### src/rtl/vga_timing_gen.sv
// Parametrised VGA raster timing generator with pixel-source look-ahead.
// The request side runs LATENCY ticks ahead of the registered sync/pixel outputs.
module vga_timing_gen #(
  parameter int unsigned H_ACTIVE = 640,
  parameter int unsigned H_FP     = 16,
  parameter int unsigned H_SYNC   = 96,
  parameter int unsigned H_BP     = 48,
  parameter int unsigned V_ACTIVE = 480,
  parameter int unsigned V_FP     = 10,
  parameter int unsigned V_SYNC   = 2,
  parameter int unsigned V_BP     = 33,
  parameter int unsigned HS_POL   = 0,
  parameter int unsigned VS_POL   = 0,
  parameter int unsigned RGB_W    = 12,
  parameter int unsigned COORD_W  = 10,
  parameter int unsigned LATENCY  = 1
) (
  input  logic               clk,
  input  logic               reset,
  input  logic               pix_en,
  input  logic [RGB_W-1:0]   rgb_in,
  output logic [COORD_W-1:0] row,
  output logic [COORD_W-1:0] col,
  output logic               req_valid,
  output logic               hsync,
  output logic               vsync,
  output logic               de,
  output logic               sof,
  output logic [RGB_W-1:0]   rgb_out
);

  localparam int unsigned H_TOTAL   = H_SYNC + H_BP + H_ACTIVE + H_FP;
  localparam int unsigned V_TOTAL   = V_SYNC + V_BP + V_ACTIVE + V_FP;
  localparam int unsigned HW        = $clog2(H_TOTAL);
  localparam int unsigned VW        = $clog2(V_TOTAL);
  localparam int unsigned H_ACT_BEG = H_SYNC + H_BP;
  localparam int unsigned H_ACT_END = H_ACT_BEG + H_ACTIVE;
  localparam int unsigned V_ACT_BEG = V_SYNC + V_BP;
  localparam int unsigned V_ACT_END = V_ACT_BEG + V_ACTIVE;
  localparam logic        HS_ON     = (HS_POL != 0);
  localparam logic        VS_ON     = (VS_POL != 0);

  logic [HW-1:0] h_q;
  logic [VW-1:0] v_q;
  int unsigned   h_u, v_u;
  logic          h_last, v_last;
  logic          hs, vs, act, sof0;
  logic [3:0]    flags_now, tail;

  assign h_u    = 32'(h_q);
  assign v_u    = 32'(v_q);
  assign h_last = (h_u == H_TOTAL - 1);
  assign v_last = (v_u == V_TOTAL - 1);

  always_ff @(posedge clk or posedge reset) begin
    if (reset) begin
      h_q <= '0;
      v_q <= '0;
    end else if (pix_en) begin
      if (h_last) begin
        h_q <= '0;
        if (v_last) v_q <= '0;
        else        v_q <= v_q + 1'b1;
      end else begin
        h_q <= h_q + 1'b1;
      end
    end
  end

  always_comb begin
    hs        = (h_u < H_SYNC);
    vs        = (v_u < V_SYNC);
    act       = (h_u >= H_ACT_BEG) && (h_u < H_ACT_END) &&
                (v_u >= V_ACT_BEG) && (v_u < V_ACT_END);
    sof0      = (h_u == 0) && (v_u == 0);
    req_valid = act;
    col       = '0;
    row       = '0;
    if (act) begin
      col = COORD_W'(h_u - H_ACT_BEG);
      row = COORD_W'(v_u - V_ACT_BEG);
    end
  end

  assign flags_now = {hs, vs, act, sof0};

  // Flags wait here so the pixel source has LATENCY ticks to answer a request.
  if (LATENCY == 0) begin : g_no_dly
    assign tail = flags_now;
  end else begin : g_dly
    logic [3:0] dly_q [LATENCY];

    always_ff @(posedge clk or posedge reset) begin
      if (reset) begin
        for (int i = 0; i < int'(LATENCY); i++) dly_q[i] <= '0;
      end else if (pix_en) begin
        dly_q[0] <= flags_now;
        for (int i = 1; i < int'(LATENCY); i++) dly_q[i] <= dly_q[i-1];
      end
    end

    assign tail = dly_q[LATENCY-1];
  end

  always_ff @(posedge clk or posedge reset) begin
    if (reset) begin
      hsync   <= ~HS_ON;
      vsync   <= ~VS_ON;
      de      <= 1'b0;
      sof     <= 1'b0;
      rgb_out <= '0;
    end else if (pix_en) begin
      hsync   <= tail[3] ? HS_ON : ~HS_ON;
      vsync   <= tail[2] ? VS_ON : ~VS_ON;
      de      <= tail[1];
      sof     <= tail[0];
      rgb_out <= tail[1] ? rgb_in : '0;
    end else begin
      // sof is a one-clk pulse regardless of pixel-tick spacing
      sof <= 1'b0;
    end
  end

endmodule

### config.mk
export PLATFORM = sky130hd
export DESIGN_NAME = vga_timing_gen
export DESIGN_NICKNAME = d
export VERILOG_FILES = /design/src/rtl/vga_timing_gen.sv
export SDC_FILE = /design/constraint.sdc
export NUM_CORES = 1
export LEC_CHECK = 0
export ABC_AREA = 1
export CORE_ASPECT_RATIO = 0.75
export CORE_MARGIN = 10
export CORE_UTILIZATION = 40
export DETAILED_ROUTE_END_ITERATION = 16
export DONT_BUFFER_PORTS = 1
export GPL_TIMING_DRIVEN = 0
export SYNTH_ARGS = -nofsm -noshare
export SYNTH_HDL_FRONTEND = slang
export SYNTH_SLANG_ARGS = --single-unit
### constraint.sdc
create_clock -name clk -period 2.7 [get_ports clk]
set_clock_uncertainty 0.15 [all_clocks]
set_input_delay 0.54 -clock clk [delete_from_list [all_inputs] [get_ports clk]]
set_output_delay 0.54 -clock clk [all_outputs]
set_load 0.1 [all_outputs]
=== Yosys cells after proc, flatten, opt, wreduce, memory -nomap -nowiden ===
Cells that the tools add are included.

* Add/sub/neg operators: 4
* $lt $le $gt $ge: 6
* Eq/ne operators: 2
* Muxes and demuxes: 8
* Reductions and logical operators: 7

{| class="wikitable"
|+ Operators with widths
! kind !! count
|-
| logical NOT 32 bit || 2
|-
| 2-to-1 mux 10 bit || 4
|-
| adder 10 x 1 -> 10 bit, second input constant || 2
|-
| equality test 10 bit, second input constant || 2
|-
| less-than comparator 10 bit, second input constant || 2
|-
| 2-to-1 mux 12 bit || 1
|-
| >= comparator 10 x 6 -> 1 bit, second input constant || 1
|-
| >= comparator 10 x 8 -> 1 bit, second input constant || 1
|-
| less-than comparator 10 x 2 -> 1 bit, second input constant || 1
|-
| less-than comparator 10 x 7 -> 1 bit, second input constant || 1
|-
| subtractor 10 x 6 -> 10 bit, second input constant || 1
|-
| subtractor 10 x 8 -> 10 bit, second input constant || 1
|-
| logical AND 1 bit || 4
|-
| 2-to-1 mux 1 bit || 3
|-
| AND reduction 2 bit || 1
|}

* Word-level logic and storage cells: 35
* Input bits: 15
* Output and inout port bits: 37
* Flip-flop bits (word level): 40

=== Logic depth before layout (Yosys ltp) ===
Gate-level depths: netlist (run 1).

* Depth after elaboration: 5
* Gate-level depth with buffers: 10
* Gate-level depth less buffers: 9

=== Worst setup path before layout (run 1) ===
No wires, ideal clock.

* Path type: register to output
* Start point: register h_q[4]
* End point: output port row[8]
* Required time: 2010 ps
* Slack: -470 ps
* Buffers on the path: 0
* Arrival time: 2480 ps
* Stages on the path, launching flop included: 10
* Path through: dfrtp_1 > inv_1 > ha_1 > nand2_1 > nand2_1 > nand2_1 > nor2_1 > nor2_2 > nand3_2 > nor2_1

* Cells in the longest elaborated chain, start to end: 5
* Elaborated cells on any way between the ends: 6
* Classes of those cells: order compare: 2; mux: 1; reduce/logical: 3

{| class="wikitable"
|+ Ends and longest elaborated chain
! element !! line !! RTL
|-
| start: declaration || 43 || <nowiki>logic [HW-1:0] h_q;</nowiki>
|-
| start signal: assignment || 65 || <nowiki>h_q <= h_q + 1'b1;</nowiki>
|-
| >= comparator 10 x 8 -> 1 bit / less-than comparator 10 bit (equally long branches) || 73 || <nowiki>act = (h_u >= H_ACT_BEG) && (h_u < H_ACT_END) &&</nowiki>
|-
| logical AND 1 bit * (2 in a row) || 73 ||
|-
| logical AND 1 bit * || 74 || <nowiki>(v_u >= V_ACT_BEG) && (v_u < V_ACT_END);</nowiki>
|-
| 2-to-1 mux 10 bit * || 79 || <nowiki>if (act) begin</nowiki>
|-
| end: declaration || 22 || <nowiki>output logic [COORD_W-1:0] row,</nowiki>
|}

Every way passes the cells marked *; elsewhere a longest branch is shown, timed or not.

=== Worst setup path in the final report (run 1) ===
* Start point: register h_q[5]
* End point: output port col[2]

* Cells in the longest elaborated chain, start to end: 5
* Elaborated cells on any way between the ends: 6
* Classes of those cells: order compare: 2; mux: 1; reduce/logical: 3

{| class="wikitable"
|+ Ends and longest elaborated chain
! element !! line !! RTL
|-
| >= comparator 10 x 8 -> 1 bit / less-than comparator 10 bit (equally long branches) || 73 ||
|-
| logical AND 1 bit * (2 in a row) || 73 ||
|-
| logical AND 1 bit * || 74 ||
|-
| 2-to-1 mux 10 bit * || 79 ||
|-
| end: declaration || 23 || <nowiki>output logic [COORD_W-1:0] col,</nowiki>
|}

Marks and branches as above.

==> results of run 1 <==
[flip-flops by register name, indices dropped and copies added, names as in the netlist]
register / count
rgb_out: 12
h_q: 10
v_q: 10
vsync: 1
sof: 1
g_dly.dly_q: 4
de: 1
hsync: 1
[worst max-delay path: stages (launching register included)]
cell and delay (ns):
dfrtp_1 0.41, inv_2 0.13, ha_4 0.16, nand3_2 0.08, nor2_2 0.08, nor2_1 0.05
nor2_2 0.16, nand3_4 0.19, clkbuf_16 0.23, nor2_4 0.49
[layout make-up]
type	instances	area, sq um	area share [%]
Inverter	33	136	4.48
Sequential cell	40	1010	33.0
Timing Repair Buffer	20	193	6.33
Multi-Input combinational cell	239	1400	45.8
Buffer	13	110	3.62
Clock buffer	6	72.6	2.38
Clock inverter	2	35.0	1.15
Tap cell	78	97.6	3.20
[cells by family (layout without fill, tap and decap cells)]
family	after synthesis	after routing	synth area share [%]
AND/OR/NAND/NOR	195	195	36.8
AO/OA/AOI/OAI	23	23	5.03
flip-flops	40	40	40.7
buffers and inverters	46	74	8.78
adder cells (fa/ha/maj)	8	8	4.06
XOR/XNOR	13	13	4.62
[per-layer routing]
metal / GRT usage (%) / wire [microns] / vias to the layer above
met5: 0 / 0 / -
met2: 20.1 / 3050 / 60
met4: 5.31 / 116 / 0
met1: 17.6 / 3030 / 1047
li1: - / - / 1079
met3: 3.55 / 465 / 11
[synthesized netlist by cell type]
master / number / share of area, %
a21oi_1: 5 / 1.0
a21oi_2: 1 / 0.36
and3_1: 1 / 0.25
buf_1: 2 / 0.30
buf_2: 2 / 0.41
buf_4: 1 / 0.30
buf_6: 5 / 2.3
clkbuf_1: 3 / 0.46
dfrtp_1: 38 / 39
dfstp_2: 2 / 2.1
ha_1: 8 / 4.1
inv_1: 26 / 4.0
inv_2: 7 / 1.1
nand2_1: 93 / 14
nand3_1: 38 / 7.7
nand3_2: 2 / 0.81
nand3b_1: 1 / 0.30
nand4_1: 4 / 1.0
nand4_2: 1 / 0.51
nor2_1: 25 / 3.8
nor2_2: 21 / 5.3
nor2_4: 1 / 0.46
nor2_8: 1 / 0.81
nor3_1: 6 / 1.2
nor3_2: 1 / 0.41
o21ai_0: 8 / 1.6
o21ai_1: 7 / 1.4
o31ai_1: 2 / 0.61
xnor2_1: 1 / 0.36
xor2_1: 12 / 4.3
[timing repair]
item                       in CTS  in global routing
setup endpoints to repair      21                 21
gates cloned                    0                  2
setup buffers                  14                  4
pin swaps                       7                  9
gates resized for setup        35                 11
hold buffers                    0                  0
[final timing paths]
path                                            startpoint                      to  cells after the start
worst max-delay path                    h_q[5]$_DFFE_PP0P_                  col[2]                      9
worst min-delay path                                 reset  rgb_out[0]$_DFFE_PP0P_                      1
worst max register to register          h_q[0]$_DFFE_PP0P_      h_q[8]$_DFFE_PP0P_                      9
worst min register to register  g_dly.dly_q[3]$_DFFE_PP0P_       hsync$_DFFE_PP1P_                      1
max in group asynchronous                            reset      h_q[4]$_DFFE_PP0P_                      1
min in group clk                                 rgb_in[0]  rgb_out[0]$_DFFE_PP0P_                      2
[placed cells by master (no fill, tap or decap), types with 2 or more instances in the layout]
master      n
ha_1        5
nor2_1     23
nor2_2      3
o21ai_0     8
a21oi_1     5
dfrtp_1    36
o31ai_1     2
inv_1      21
nand3_1    37
nand2_2     2
buf_2       2
nor2_4     21
dfrtp_2     2
buf_6       3
inv_2      11
nand2_1    91
ha_4        2
xor2_1     12
nand4_1     4
nor3_1      6
clkbuf_16   2
nand3_2     2
buf_12      2
clkbuf_8    5
buf_4      18
o21ai_1     7
clkbuf_1    4
dfstp_2     2
buf_1       2
[power groups by stage]
stage / registers, W / logic [W] / clock network [W]
global placement: 0.000907 / 0.000947 / 0
finish: 0.000880 / 0.00119 / 0.000499
detailed placement: 0.000909 / 0.000954 / 0
CTS: 0.000879 / 0.00113 / 0.000506
floorplan: 0.000888 / 0.000862 / 0
global route: 0.000891 / 0.00126 / 0.000525
[metrics by stage]
stage	TNS, ns	total power (W)	worst slack [ns]
2_1_floorplan	-2.76	0.00175	-0.144
3_3_place_gp	-8.82	0.00185	-0.466
3_5_place_dp	-8.66	0.00186	-0.457
4_1_cts	-3.83	0.00251	-0.222
5_1_grt	-7.32	0.00267	-0.376
6_report	-5.13	0.00257	-0.277
==> summary.txt, run 1 <==
Die
  – Die area: 0.00973 sq mm
  – Starting Density: approximately two fifths
  – Core Rows: 24
  – Num ports: 52
  – Core Footprint: slightly below 0.006 sq mm
  – Die Ht: 88.0 microns
  – Die extent in x: around 110 microns

Synth
  – Netlist cell types: 30
  – Synthesized net count: approximately 350
  – Synth Area per Inst: about 7.6 sq um
  – #FFs+latches synth: 40
  – Ys Warns: 0
  – Post-synthesis cell count: around 330
  – Post-Syn Area: 0.00246 sq mm
  – Register area share after synthesis: about two fifths

Timing
  – Max Freq: around 340 MHz
  – Slew @ Worst Pin: 0.921 ns
  – Unrepaired setup endpoints after global routing: true
  – Final Setup Violations: 21
  – Max-slew violations: 0
  – Slew headroom: between 30 and 40%
  – Final Hold Vio Count: 0
  – Final min period: 2.98 ns
  – Hold WS: roughly 0.14 ns
  – Tcrit/Tclk final: 110%
  – Final worst slack: -0.277 ns

Final layout
  – Final instance area: around 0.003 sq mm
  – Synth-to-Final Area Change: 23.6%
  – Non-Filler Instances: ~430
  – NumNets Final: 375
  – Proportion of layout cells with a drive suffix above 1: approximately a quarter
  – FILL cells: slightly below 600
  – Final Core Density: between 50 and 60%
  – Diodes inserted: 0

Clocking
  – Clock root buffer master: clkbuf_8
  – Inserted Clock Buffers: 5
  – Clk sink count: 40
  – CTS max path bufs: 2
  – CTS tree: yes
  – Deepest level of the CTS H-tree: 2
  – Clk pin slew, worst setup/hold paths: roughly 0.080 ns
  – Worst-Skew Late Latency: around 0.30 ns

Pwr
  – Flop pwr share: between 30% and 40%
  – Clk pwr share: between 10% and 20%
  – Logic pwr share: a little under half
  – Cell Int Power: 0.00123 W
  – NetSw: 0.00134 W
  – Maximum vdd drop: 0.000309 V
  – P_leak: about 1.5 nW
  – Net Sw Frac: about half
  – Pwr dens: approximately 840 mW/mm^2

Status
  – Failing checks: negative setup slack
  – Status: finished, violations left

Worst setup path
  – WS Path Type: reg -> out
  – R2r setup slk: approximately 0.92 ns
  – Req. time, crit path: around 2 ns
  – Worst Path Arrival: about 2.3 ns
  – Launching element type of the critical path: register
  – Setup crit end kind: output port
  – Max FO, Critical Path: 5

Detailed routing
  – TritonRoute pass-1 iters: 4
  – WL/cell: 15.4 microns
  – Final WL: around 6.7 mm
  – DRC violations left: 0
  – ANT nets after route: 0
  – Initial drt markers: 142
  – Vias per std cell: roughly 5.1
  – DR vias: between 2k and 2.5k

Placed design
  – Placement-stage cell area: 0.00256 sq mm
  – Routability-driven placement congestion ratio: approximately 0.91
  – Placed cells: just over 400
  – Hpwl dp: around 4.8 mm
  – Port Buffers: 0

Global route
  – Initial antenna violation count: 0
  – Largest net degree at the start of global routing: a little over 40
  – GRT Total Usage: between 10% and 20%
  – Number of global-route vias before repair: a little over 2k
  – Remaining Overflow, GRT: 0
  – Global-route wire length before repair: 10.6 mm

Flow run
  – Max_cap viols: 0

Worst hold path
  – HP Class: in -> async
Power figures use the tool's default switching activity.
==> run 2, diff against run 1 <==
GPL_ROUTABILITY_DRIVEN = 1   (was unset)
==> results of run 2 <==
No change in the layout: final DEF, timing and power equal those of run 1.
==> run 3, diff against run 2 <==
CORE_MARGIN = 2   (was 10)
==> summary.txt, run 3 (synthesized netlist as in run 1, its figures left out) <==
Detailed routing
  – Vias per std cell: 5.02 (-1.5%)
  – Initial drt markers: 133 (-6.3%)
  – DRC violations left: 0 (unchanged)
  – Final WL: 6.33 mm (-4.9%)
  – DR vias: 2158 (-1.8%)
  – WL/cell: 14.7 microns (-4.7%)
  – TritonRoute pass-1 iters: 4 (unchanged)
  – ANT nets after route: 0 (unchanged)

Clocking
  – CTS tree: yes
  – CTS max path bufs: 2 (unchanged)
  – Clk pin slew, worst setup/hold paths: 0.09 ns (about the same)
  – Inserted Clock Buffers: 5 (unchanged)
  – Deepest level of the CTS H-tree: 2 (unchanged)
  – Worst-Skew Late Latency: 0.30 ns (about the same)
  – Clock root buffer master: clkbuf_8
  – Clk sink count: 40 (unchanged)

Final layout
  – Biggest regs: rgb_out x12, h_q x10, v_q x10
  – Reg with most FFs: rgb_out
  – Synth-to-Final Area Change: 22.5%
  – NumNets Final: 374 (-0.27%)
  – Commonest non-fill, non-tap cell in the layout: nand2_1
  – Proportion of layout cells with a drive suffix above 1: 25.0% (+0.35 points)
  – Diodes inserted: 0 (unchanged)
  – Most frequent cells in the layout: nand2_1 (93), nand3_1 (37), dfrtp_1 (34), nor2_1 (23)
  – FILL cells: 572 (-1.9%)
  – Final Core Density: 51.3% (-0.43 points)
  – Register area: 0.00101 sq mm (+0.25%)
  – Max reg flops: 12 (unchanged)
  – Multi-input gate area: 0.00140 sq mm (+0.54%)

Die
  – Num ports: 52 (unchanged)
  – Core Rows: 24 (unchanged)
  – Die extent in x: 94.6 microns (-14%)
  – Starting Density: 41.9% (unchanged)
  – Die Ht: 72.0 microns (-18%)
  – Core Footprint: 0.00589 sq mm (unchanged)
  – Die area: 0.00681 sq mm (-30%)

Global route
  – Global-route wire length before repair: 10.6 mm (-0.32%)
  – GRT Total Usage: 20.1% (+6.8 points)
  – Remaining Overflow, GRT: 0 (unchanged)
  – Number of global-route vias before repair: 2094 (+1.7%)
  – Largest net degree at the start of global routing: 41 (unchanged)
  – Initial antenna violation count: 0 (unchanged)

Timing
  – Tcrit/Tclk final: 107% (-3.1 points)
  – Unrepaired setup endpoints after global routing: true
  – Final worst slack: -0.192 ns (+0.0849 ns)
  – Max-slew violations: 0 (unchanged)
  – Slew @ Worst Pin: 0.912 ns (-0.00906 ns)
  – Max Freq: 346 MHz (+2.9%)
  – Hold WS: 0.138 ns (-0.000908 ns)
  – Final Hold Vio Count: 0 (unchanged)
  – Slew headroom: 39.2% (+0.60 points)
  – Final Setup Violations: 20 (-4.8%)
  – Final min period: 2.89 ns (-0.0849 ns)

Worst setup path
  – Max FO, Critical Path: 10 (+5)
  – WS Path Type: reg -> out
  – Launching element type of the critical path: register
  – Setup crit end kind: output port
  – Req. time, crit path: 2.01 ns (about the same)
  – Worst Path Arrival: 2.20 ns (-0.09 ns)

Placed design
  – Routability-driven placement congestion ratio: 0.923 (+1.8%)
  – Hpwl dp: 4.39 mm (-8.2%)
  – Setup WS pre-CTS: -0.479 ns (-0.0216 ns)
  – Port Buffers: 0 (unchanged)

Pwr
  – Maximum vdd drop: 0.000314 V (+1.6%)
  – P_leak: 1.50 nW (-1.4%)
  – Pwr dens: 860 mW/mm^2 (+2.0%)
  – Tot Pwr: 0.00260 W (+1.1%)

Flow run
  – Max_cap viols: 0 (unchanged)

Status
  – Failing checks: negative setup slack
  – Status: finished, violations left

Worst hold path
  – HP Class: in -> async
run 3: what timing repair did:
| action | in CTS | in global routing |
|---|---|---|
| endpoints found under the setup margin | 21 | 21 |
| endpoints found under the hold margin | 0 | 0 |
| buffers inserted | 16 | 3 |
| pin swaps | 8 | 7 |
| gates cloned | 0 | 0 |
| gates resized for setup | 45 | 4 |
| hold buffers | 0 | 0 |
run 3: report_power, final:
group	leakage [nW]	internal [W]	switching [W]
clock network	0.0548	0.000279	0.000238
registers	0.459	0.000669	0.000218
logic	0.988	0.000297	0.000897
run 3: critical path: stages (launching register included):
cell	delay, ns
dfrtp_2	0.43
inv_4	0.09
ha_4	0.14
nand3_2	0.07
nor2_2	0.11
nor2_1	0.05
nor2_2	0.17
nand3_4	0.14
buf_12	0.19
nor2_4	0.49
run 3: final timing paths:
| check | from | endpoint | slack [ns] | depth (start not counted) |
|---|---|---|---|---|
| worst max-delay path | h_q[5]$_DFFE_PP0P_ | col[2] | -0.19 | 9 |
| worst min-delay path | reset | v_q[0]$_DFFE_PP0P_ | 0.14 | 1 |
| worst max register to register | h_q[0]$_DFFE_PP0P_ | v_q[7]$_DFFE_PP0P_ | 0.91 | 6 |
| worst min register to register | g_dly.dly_q[3]$_DFFE_PP0P_ | hsync$_DFFE_PP1P_ | 0.29 | 1 |
| max in group asynchronous | reset | h_q[0]$_DFFE_PP0P_ | 1.66 | 1 |
| min in group clk | rgb_in[11] | rgb_out[11]$_DFFE_PP0P_ | 0.22 | 2 |
run 3: layer usage:
layer	routed length (microns)	track usage, %	vias to the layer above	share of wire (%)
met3	333	4.05	7	5.3
met1	3110	29.9	1020	49
li1	-	-	1080	-
met2	2830	29.5	51	45
met5	0	0	-	0
met4	51	6.28	0	0.81
run 3: through the flow:
stage	cell area [sq um]	TNS [ns]	cells
3_3_place_gp	2560	-8.75	403
5_1_grt	3020	-5.17	430
3_5_place_dp	2560	-9.09	403
4_1_cts	2990	-3.83	427
6_report	3020	-3.62	430
2_1_floorplan	2470	-2.76	325
run 3: layout make-up:
| cell class | instances | share of cell area [%] |
|---|---|---|
| plain buffers | 13 | 3.65 |
| clock buffers | 5 | 2.28 |
| clock inverters | 3 | 1.53 |
| inverters | 33 | 4.52 |
| multi-input cells | 239 | 46.4 |
| flip-flops and latches | 40 | 33.4 |
| well taps | 78 | 3.23 |
| repair buffers | 19 | 4.97 |
